## src/rtl/ct_fadd_close_s2_h.sv

```systemverilog
// Half-precision FADD close path, stage 2.
// Takes the close-path difference, forms its magnitude, then normalizes it
// using the predicted leading-one position, with a one-bit late correction
// and a clamp into the denormal range when the exponent runs out.
module ct_fadd_close_s2_h (
  input  logic        forever_cpuclk,
  input  logic        cpurst,
  input  logic        pipe_flush,
  input  logic        s1_vld,
  output logic        s1_rdy,
  input  logic [11:0] close_sum,
  input  logic        close_op_chg,
  input  logic [5:0]  ff1_pred,
  input  logic [4:0]  close_expnt,
  input  logic        close_sign,
  input  logic [2:0]  close_rm,
  output logic        s3_vld,
  input  logic        s3_rdy,
  output logic [10:0] close_mant,
  output logic        close_guard,
  output logic [4:0]  close_expnt_out,
  output logic        close_sign_out,
  output logic        close_zero,
  output logic        close_denorm,
  output logic        close_pred_miss
);

  localparam logic [2:0] RM_RDN = 3'b010;

  // Stage A state: magnitude capture
  logic        a_vld_reg;
  logic [11:0] a_mag_reg;
  logic        a_sign_reg;
  logic [3:0]  a_pred_reg;
  logic [4:0]  a_expnt_reg;
  logic [2:0]  a_rm_reg;
  logic        a_zero_reg;

  // Stage B state: normalized result, drives the outputs directly
  logic        b_vld_reg;
  logic [10:0] b_mant_reg;
  logic        b_guard_reg;
  logic [4:0]  b_expnt_reg;
  logic        b_sign_reg;
  logic        b_zero_reg;
  logic        b_denorm_reg;
  logic        b_miss_reg;

  // Handshake
  logic b_free;
  logic a_adv;
  logic s1_fire;

  assign b_free  = !b_vld_reg || s3_rdy;
  assign a_adv   = a_vld_reg && b_free;
  assign s1_rdy  = !a_vld_reg || a_adv;
  assign s1_fire = s1_vld && s1_rdy;

  // Stage A input shaping: magnitude of the difference and a clamped prediction
  logic [11:0] a_mag_next;
  logic [3:0]  a_pred_next;

  assign a_mag_next  = close_op_chg ? (12'd0 - close_sum) : close_sum;
  assign a_pred_next = (ff1_pred > 6'd11) ? 4'd11 : ff1_pred[3:0];

  // Stage A register: capture a new operation on the input handshake
  always_ff @(posedge forever_cpuclk) begin
    if (cpurst) begin
      a_vld_reg   <= 1'b0;
      a_mag_reg   <= '0;
      a_sign_reg  <= 1'b0;
      a_pred_reg  <= '0;
      a_expnt_reg <= '0;
      a_rm_reg    <= '0;
      a_zero_reg  <= 1'b0;
    end else begin
      if (pipe_flush)   a_vld_reg <= 1'b0;
      else if (s1_fire) a_vld_reg <= 1'b1;
      else if (a_adv)   a_vld_reg <= 1'b0;
      if (s1_fire) begin
        a_mag_reg   <= a_mag_next;
        a_sign_reg  <= close_sign ^ close_op_chg;
        a_pred_reg  <= a_pred_next;
        a_expnt_reg <= close_expnt;
        a_rm_reg    <= close_rm;
        a_zero_reg  <= (close_sum == 12'd0);
      end
    end
  end

  // Stage B normalization datapath
  logic [11:0] pre_sh;
  logic        corr;
  logic [4:0]  tot;
  logic [4:0]  lim;
  logic        expnt_nz;
  logic        norm_ok;
  logic [4:0]  shamt;
  logic [11:0] fin_sh;

  assign pre_sh   = a_mag_reg << a_pred_reg;
  // The predictor may be one position early; never late.
  assign corr     = !pre_sh[11];
  assign tot      = {1'b0, a_pred_reg} + {4'd0, corr};
  assign lim      = a_expnt_reg - 5'd1;
  assign expnt_nz = (a_expnt_reg != 5'd0);
  // Full normalization is only possible while the exponent stays at least 1.
  assign norm_ok  = expnt_nz && (tot <= lim);
  assign shamt    = norm_ok ? tot : (expnt_nz ? lim : 5'd0);
  assign fin_sh   = a_mag_reg << shamt;

  logic [10:0] b_mant_next;
  logic        b_guard_next;
  logic [4:0]  b_expnt_next;
  logic        b_sign_next;
  logic        b_denorm_next;
  logic        b_miss_next;

  // Stage B result selection, with the exact-zero case overriding everything
  always_comb begin
    b_mant_next   = fin_sh[11:1];
    b_guard_next  = fin_sh[0];
    b_expnt_next  = norm_ok ? (a_expnt_reg - tot) : 5'd0;
    b_sign_next   = a_sign_reg;
    b_denorm_next = !norm_ok;
    b_miss_next   = corr && norm_ok;
    if (a_zero_reg) begin
      b_mant_next   = '0;
      b_guard_next  = 1'b0;
      b_expnt_next  = '0;
      b_sign_next   = (a_rm_reg == RM_RDN);
      b_denorm_next = 1'b0;
      b_miss_next   = 1'b0;
    end
  end

  // Stage B register: load on stage-A advance, hold while the consumer stalls
  always_ff @(posedge forever_cpuclk) begin
    if (cpurst) begin
      b_vld_reg    <= 1'b0;
      b_mant_reg   <= '0;
      b_guard_reg  <= 1'b0;
      b_expnt_reg  <= '0;
      b_sign_reg   <= 1'b0;
      b_zero_reg   <= 1'b0;
      b_denorm_reg <= 1'b0;
      b_miss_reg   <= 1'b0;
    end else begin
      if (pipe_flush)  b_vld_reg <= 1'b0;
      else if (b_free) b_vld_reg <= a_vld_reg;
      if (a_adv) begin
        b_mant_reg   <= b_mant_next;
        b_guard_reg  <= b_guard_next;
        b_expnt_reg  <= b_expnt_next;
        b_sign_reg   <= b_sign_next;
        b_zero_reg   <= a_zero_reg;
        b_denorm_reg <= b_denorm_next;
        b_miss_reg   <= b_miss_next;
      end
    end
  end

  assign s3_vld          = b_vld_reg;
  assign close_mant      = b_mant_reg;
  assign close_guard     = b_guard_reg;
  assign close_expnt_out = b_expnt_reg;
  assign close_sign_out  = b_sign_reg;
  assign close_zero      = b_zero_reg;
  assign close_denorm    = b_denorm_reg;
  assign close_pred_miss = b_miss_reg;

endmodule
```

## config.mk

```make
export PLATFORM = sky130hd
export DESIGN_NAME = ct_fadd_close_s2_h
export DESIGN_NICKNAME = d
export VERILOG_FILES = /design/src/rtl/ct_fadd_close_s2_h.sv
export SDC_FILE = /design/constraint.sdc
export NUM_CORES = 1
export LEC_CHECK = 0
export ABC_AREA = 1
export BUFFER_PORTS_ARGS = -buffer_cell sky130_fd_sc_hd__buf_4
export CAP_MARGIN = 20
export CORE_ASPECT_RATIO = 0.7
export CORE_MARGIN = 4
export CORE_UTILIZATION = 60
export CTS_CLUSTER_DIAMETER = 120
export DETAILED_ROUTE_END_ITERATION = 8
export PLACE_DENSITY_LB_ADDON = 0.1
export SYNTH_ARGS = -nofsm -noshare
export SYNTH_HDL_FRONTEND = slang
export SYNTH_SLANG_ARGS = --single-unit
```

## constraint.sdc

```tcl
create_clock -name forever_cpuclk -period 7.49 [get_ports forever_cpuclk]
set_clock_uncertainty 0.1 [all_clocks]
set_input_delay 0.3745 -clock forever_cpuclk [delete_from_list [all_inputs] [get_ports forever_cpuclk]]
set_output_delay 0.3745 -clock forever_cpuclk [all_outputs]
set_load 0.005 [all_outputs]
```

==> results.md, run 1 <==
- Met3 usage: 0.0640
- Initial antenna violation count: 0
- Synth area leader: dfxtp_1
- Clock Latency Late Sink: 310 ps
- Worst stage delay on the critical path: 480 ps
- Critical Path AT: 4200 ps
- Number of port buffers: 55
- CP max FO: 13
- Slowest CP cell: dfxtp_1
- Min Tclk post-route: 4060 ps
- Total number of vias: 3224
- Critical path capture point type: register
- RSZ-0062 raised after global routing: false
- Post-Place Cell Area: 3590 um2
- Final Instance Area: 3680 um2
- Setup TNS: 0 ps
- Final Hold Vio Count: 0
- Synth Register Bits: 49
- Clock root buffer: clkbuf_8
- Period utilisation layout: 0.541
- Clock tree buffer depth: 2
- CTS tree: yes
- Max transition margin: 0.268
- Count leader, synth: nand2_1
- CP Cell Sequence: inv_1 -> o21ai_0 -> a21oi_1 -> o21ai_0 -> ha_1 -> ha_1 -> xor2_1 -> ha_1 -> a21oi_1 -> nand3b_1 -> nand3_4 -> nand2_4 -> nand2_1 -> nand3_2 -> inv_2 -> nor3_2 -> nand2_1 -> a21oi_1 -> nand2_1 -> a21oi_1
- First-pass DRT Iterations: 6
- Footprint of the multi-input gates: 1900 um2
- Count of clock tree sinks: 49
- GRT busiest layer: met2
- Worst slew pin tran: 1070 ps
- Synth Flop Type: dfxtp_1
- Post-Syn Area: 3180 um2
- Bufs and invs on worst path: 2
- Gr ovfl total: 0
- Async SR Flop Fraction: 0
- Hold_buf cts: 0
- Critical path class: reg -> reg
- Number of global-route vias before repair: 2798
- M1 GR Usage: 0.365
- Max reg flops: 12
- Static Leak: 1.73 nW
- GPL Wtd Cong: 0.899
- Status: complete, no violations
- Seq. cell area: 981 um2
- Final Max Tran Viols: 0
- Post-Syn Nets: 516
- Most frequent cell on the critical path: a21oi_1
- Cells after Synth: 471
- Iteration-0 DRC Markers: 327
- Layout area overhead: 15.8%
- Boundary Pins: 56
- Synth top cells by count: nand2_1, inv_1, nand3_1
- Die Ht: 68.9 um
- F_max: 0.247 GHz
- Largest net degree at the start of global routing: 28
- GRT met2 Usage: 0.401
- Delay-heaviest family, CP: simple AND/OR/NAND/NOR gates
- Dpl hpwl: 6220 um
- Die X-Extent: 95.0 um
- # Post-CTS Setup Buffers: 0
- Top-area cell type share of the netlist area: 0.309
- H-tree depth reported by CTS: 2
- First-pass GRT wire length: 13200 um
- Initial Util: 0.644
- Yosys warning count: 0
- Hold/Removal Path Class: in -> reg
- Register area share after synthesis: 0.309
- Post_cts resized: 0
- Antenna Nets Post-Route: 0
- Vias per inst: 5.50
- Power density over the cells: 198 nW/um2
- Maxcap violations: 0
- Number of distinct library cells after synthesis: 43
- Required @ worst endpoint: 7640 ps
- Row cnt: 21
- Num CTS Buffers: 5
- DIE AREA: 6550 um2
- Per-cell routed wire length: 13.5 um
- Final WL: 7900 um
- Mapped Avg Cell Area: 6.75 um2
- FILL cells: 449
- Number of synthesized flops with an enable pin: 0
- Type of origin of the critical path: register
- N_diodes: 0
- Core ar.: 4940 um2
- Share of layout cells above drive strength 1: 0.174
- Total global routing track utilization: 0.262
- Top post-synthesis cells by area: dfxtp_1, nand2_1, nand3_1
- Nets@finish: 561
- VDD IR max: 106 uV
- Final setup vio count: 0
- DRC: 0
- Clock slew at reported path FFs: 90 ps
## final timing paths
check | slack, ps | depth (start not counted) | to | start
min reg2reg | 370 | 2 | close_mant[4] | close_mant[4]
min | 210 | 3 | a_rm_reg[1] | close_rm[1]
max | 3430 | 20 | close_mant[7] | a_pred_reg[0]
max reg2reg | 3430 | 20 | close_mant[7] | a_pred_reg[0]
## tightest hold or removal path, stage by stage
cell	delay, ps
buf_4	70
o21ai_0	70
nor2_1	70
## power by group
| part | total (mW) | switching (mW) | internal, mW | leakage [nW] |
|---|---|---|---|---|
| clock network | 0.157 | 0.0911 | 0.0663 | 0.0445 |
| logic | 0.279 | 0.179 | 0.100 | 1.29 |
| registers | 0.291 | 0.0142 | 0.277 | 0.402 |
| total | 0.728 | 0.284 | 0.443 | 1.73 |
## cell families after synthesis
logic type               count (synthesis)  synth area share
buffers and inverters                   74            0.0944
flip-flops                              49             0.309
adder cells (fa/ha/maj)                 12            0.0496
XOR/XNOR                                12            0.0331
AND/OR/NAND/NOR                        227             0.341
AO/OA/AOI/OAI                           97             0.174
## through the flow
step / hold WS, ps / utilization / worst slack [ps] / total power, mW / cells
floorplan: 329 / - / 4160 / 0.506 / 471
global placement: 347 / 0.727 / 3640 / 0.565 / 578
detailed placement: 356 / 0.727 / 3520 / 0.570 / 578
CTS: 202 / 0.745 / 3500 / 0.727 / 586
global route: 218 / 0.745 / 2880 / 0.786 / 586
finish: 206 / 0.745 / 3430 / 0.728 / 586
## cell type report
class | instances | area share
Sequential cell | 49 | 0.266
Tap cell | 69 | 0.0234
Clock inverter | 3 | 0.00578
Timing Repair Buffer | 55 | 0.112
Clock buffer | 5 | 0.0187
Multi-Input combinational cell | 348 | 0.515
Inverter | 57 | 0.0581
## routing by layer
metal  vias up  wire length [um]
met1      1415              3800
met4         0                81
met3         6               758
li1       1664                 -
met5         -                 0
met2       139              3260
## cells in the final DEF (no fill, tap or decap), types with 2 or more instances in the layout
cell type,synthesis,final
nand2_1,117,117
buf_4,2,55
inv_1,52,52
nand3_1,52,52
dfxtp_1,49,49
a21oi_1,48,48
o21ai_0,26,26
nor2_1,21,21
ha_1,11,11
xor2_1,8,8
nand4_1,8,8
nor3_1,6,6
o211ai_1,5,5
nand2_2,5,5
clkbuf_8,0,5
inv_2,4,4
xnor2_1,4,4
o221ai_1,4,4
nand3_2,3,3
or2_2,3,3
a221oi_1,3,3
nand3b_1,2,2
nand3_4,2,2
nand2_4,2,2
o21ai_1,2,2
nor2_4,2,2
Power figures use the tool's default switching activity.
==> run 2, diff against run 1 <==
- CORE_UTILIZATION: 60 -> 56
- clock period: 7.49 -> 4.16 ns (I/O delays scaled with it)
==> run 2 against run 1 <==
  * Setup slack worse by 3000 ps
  * Register-to-register slack worse by 3000 ps
  * Sequential power up 80%
  * Largest cell class unchanged
  * Clock-buffer cell count unchanged
  * Hold slack worse by 160 ps
  * Largest power group unchanged
  * Highest routed layer unchanged
  * Non-clock buffer count up 3
  * Global-route usage down 2.7 points
  * First-iteration DRC count down 50%
==> results.md, run 2 (same netlist as run 1, synthesis figures left out) <==
- Status: complete, no violations
- Slowest CP cell: dfxtp_2
- Row cnt: 22 (+4.8%)
- Clock tree buffer depth: 2 (unchanged)
- Setup TNS: 0 ps (unchanged)
- Number of port buffers: 55 (unchanged)
- Critical Path AT: 3840 ps (-360 ps)
- Final setup vio count: 0 (unchanged)
- F_max: 0.266 GHz (+8.0%)
- Clock Latency Late Sink: 310 ps (about the same)
- CP max FO: 13 (unchanged)
- Nets@finish: 564 (+0.53%)
- Per-cell routed wire length: 13.7 um (+1.7%)
- Clock root buffer: clkbuf_8
- Reg2Reg Setup Slack: 400 ps (-3030 ps)
- Hold Crit Endpoint: a_expnt_reg[2]
- R2R cell count: 22 (+10%)
- Initial antenna violation count: 0 (unchanged)
- CP Cell Sequence: inv_1 -> a21oi_1 -> o21ai_0 -> a21oi_1 -> o21ai_1 -> ha_1 -> ha_1 -> xor2_1 -> ha_1 -> nand2_1 -> inv_1 -> nand4_1 -> nand3_4 -> nand2_4 -> nand2_1 -> nand3_4 -> inv_4 -> nand3_1 -> nand2_1 -> nand2_1 -> o211ai_1 -> a21oi_1
- Hold_buf cts: 0 (unchanged)
- Required @ worst endpoint: 4240 ps (-3400 ps)
- First-pass GRT wire length: 13700 um (+4.0%)
- Post_cts resized: 0 (unchanged)
- Commonest non-fill, non-tap cell in the layout: nand2_1
- Num CTS Buffers: 5 (unchanged)
- Total global routing track utilization: 0.235 (-0.0270)
- Maxcap violations: 0 (unchanged)
- Critical path capture point type: register
- Static Leak: 1.76 nW (+1.5%)
- Inst Count DP: 584 (+1.0%)
- Share of layout cells above drive strength 1: 0.183 (+0.00861)
- Hold/Removal Path Class: in -> reg
- Antenna Nets Post-Route: 0 (unchanged)
- Power density over the cells: 370 nW/um2 (+87%)
- Final Hold Vio Count: 0 (unchanged)
- Worst r2r src: a_pred_reg[0]
- Max transition margin: 0.315 (+0.0473)
- Delay-heaviest family, CP: simple AND/OR/NAND/NOR gates
- Clock slew at reported path FFs: 100 ps (about the same)
- Most frequent cell on the critical path: nand2_1
- Iteration-0 DRC Markers: 163 (-50%)
- RSZ-0062 raised after global routing: false
- Number of global-route vias before repair: 2979 (+6.5%)
- Total number of vias: 3280 (+1.7%)
- Final Max Tran Viols: 0 (unchanged)
- Die Ht: 71.0 um (+3.1%)
- # Post-CTS Setup Buffers: 0 (unchanged)
- Core ar.: 5370 um2 (+8.7%)
- DIE AREA: 6970 um2 (+6.4%)
- Layout area overhead: 18.1%
- Min Tclk post-route: 3760 ps (-299 ps)
- Reg-to-reg endpoint: close_mant[6]
- Post-Place Cell Area: 3620 um2 (+0.73%)
- Period utilisation layout: 0.903 (+0.361)
- Vias per inst: 5.54 (+0.71%)
- Worst slew pin tran: 1000 ps (-69.1 ps)
- Hold_sp: close_expnt[2]
- Final WL: 8120 um (+2.7%)
- N_diodes: 0 (unchanged)
- Count of clock tree sinks: 49 (unchanged)
- Max reg flops: 12 (unchanged)
- Bufs and invs on worst path: 3 (+1)
- First-pass DRT Iterations: 5 (-1)
- CTS tree: yes
- Most frequent cells in the layout: nand2_1, buf_4, inv_1, nand3_1, a21oi_1
- VDD IR max: 172 uV (+62%)
- FILL cells: 473 (+5.3%)
- Fin Hold WS: 48.1 ps (-158 ps)
- Type of origin of the critical path: register
- Boundary Pins: 56 (unchanged)
- Dpl hpwl: 6410 um (+3.0%)
- Worst slack at placement: 197 ps (-3330 ps)
- Post-route insts no fill: 592 (+1.0%)
- H-tree depth reported by CTS: 2 (unchanged)
- DRC: 0 (unchanged)
- Setup WS post-layout: 404 ps (-3030 ps)
- Largest net degree at the start of global routing: 28 (unchanged)
- Initial Util: 0.592 (-0.0513)
- Final Instance Area: 3750 um2 (+1.9%)
- GPL Wtd Cong: 0.916 (+1.9%)
- Hold depth: 3 (unchanged)
- Gr ovfl total: 0 (unchanged)
- Worst stage delay on the critical path: 400 ps (-80 ps)
- Die X-Extent: 98.1 um (+3.2%)
- Critical path class: reg -> reg
[run 2: cell types whose count changed in the layout (fill, tap and decap cells not counted), sizes merged]
cell / previous run / this run
buf: 55 / 58
bufinv: 0 / 1
inv: 57 / 56
[run 2: through the flow]
| stage | power, mW | util |
|---|---|---|
| 2_1_floorplan | 0.912 | - |
| 6_report | 1.39 | 0.699 |
| 3_5_place_dp | 1.03 | 0.674 |
| 5_1_grt | 1.48 | 0.699 |
| 3_3_place_gp | 1.03 | 0.674 |
| 4_1_cts | 1.38 | 0.696 |
[run 2: routing by layer]
metal / track usage / up-vias / part of all wire
li1: - / 1671 / -
met1: 0.339 / 1471 / 0.49
met2: 0.363 / 125 / 0.42
met3: 0.0463 / 13 / 0.079
met4: 0.0568 / 0 / 0.014
met5: 0 / - / 0
[run 2: cell type report]
class                      count  area (um2)  area share
multi-input combinational    348        1910       0.510
sequential                    49         983       0.262
timing repair buffer          58         435       0.116
inverter                      57         216      0.0577
tap                           72        90.1      0.0240
clock buffer                   5        68.8      0.0183
clock inverter                 3        46.3      0.0123
[run 2: power breakdown]
| group | leakage [nW] | internal (mW) | switching, mW |
|---|---|---|---|
| Sequential | 0.403 | 0.499 | 0.0251 |
| Clock | 0.0543 | 0.180 | 0.165 |
| Combinational | 1.30 | 0.185 | 0.335 |
| Total | 1.76 | 0.864 | 0.526 |
[run 2: worst max-delay path by stage]
stage                              from             to  cells past startpoint
after floorplan           a_pred_reg[0]  close_mant[0]                     19
after global placement    a_pred_reg[0]  close_mant[6]                     22
after CTS                 a_pred_reg[0]  close_mant[6]                     22
final                     a_pred_reg[0]  close_mant[6]                     22
after global routing      a_pred_reg[0]  close_mant[7]                     23
after detailed placement  a_pred_reg[0]  close_mant[8]                     21
[run 2: worst min-delay path, cell delays in order]
cell	delay, ps
buf_4	70
o21ai_0	70
nor2_1	70
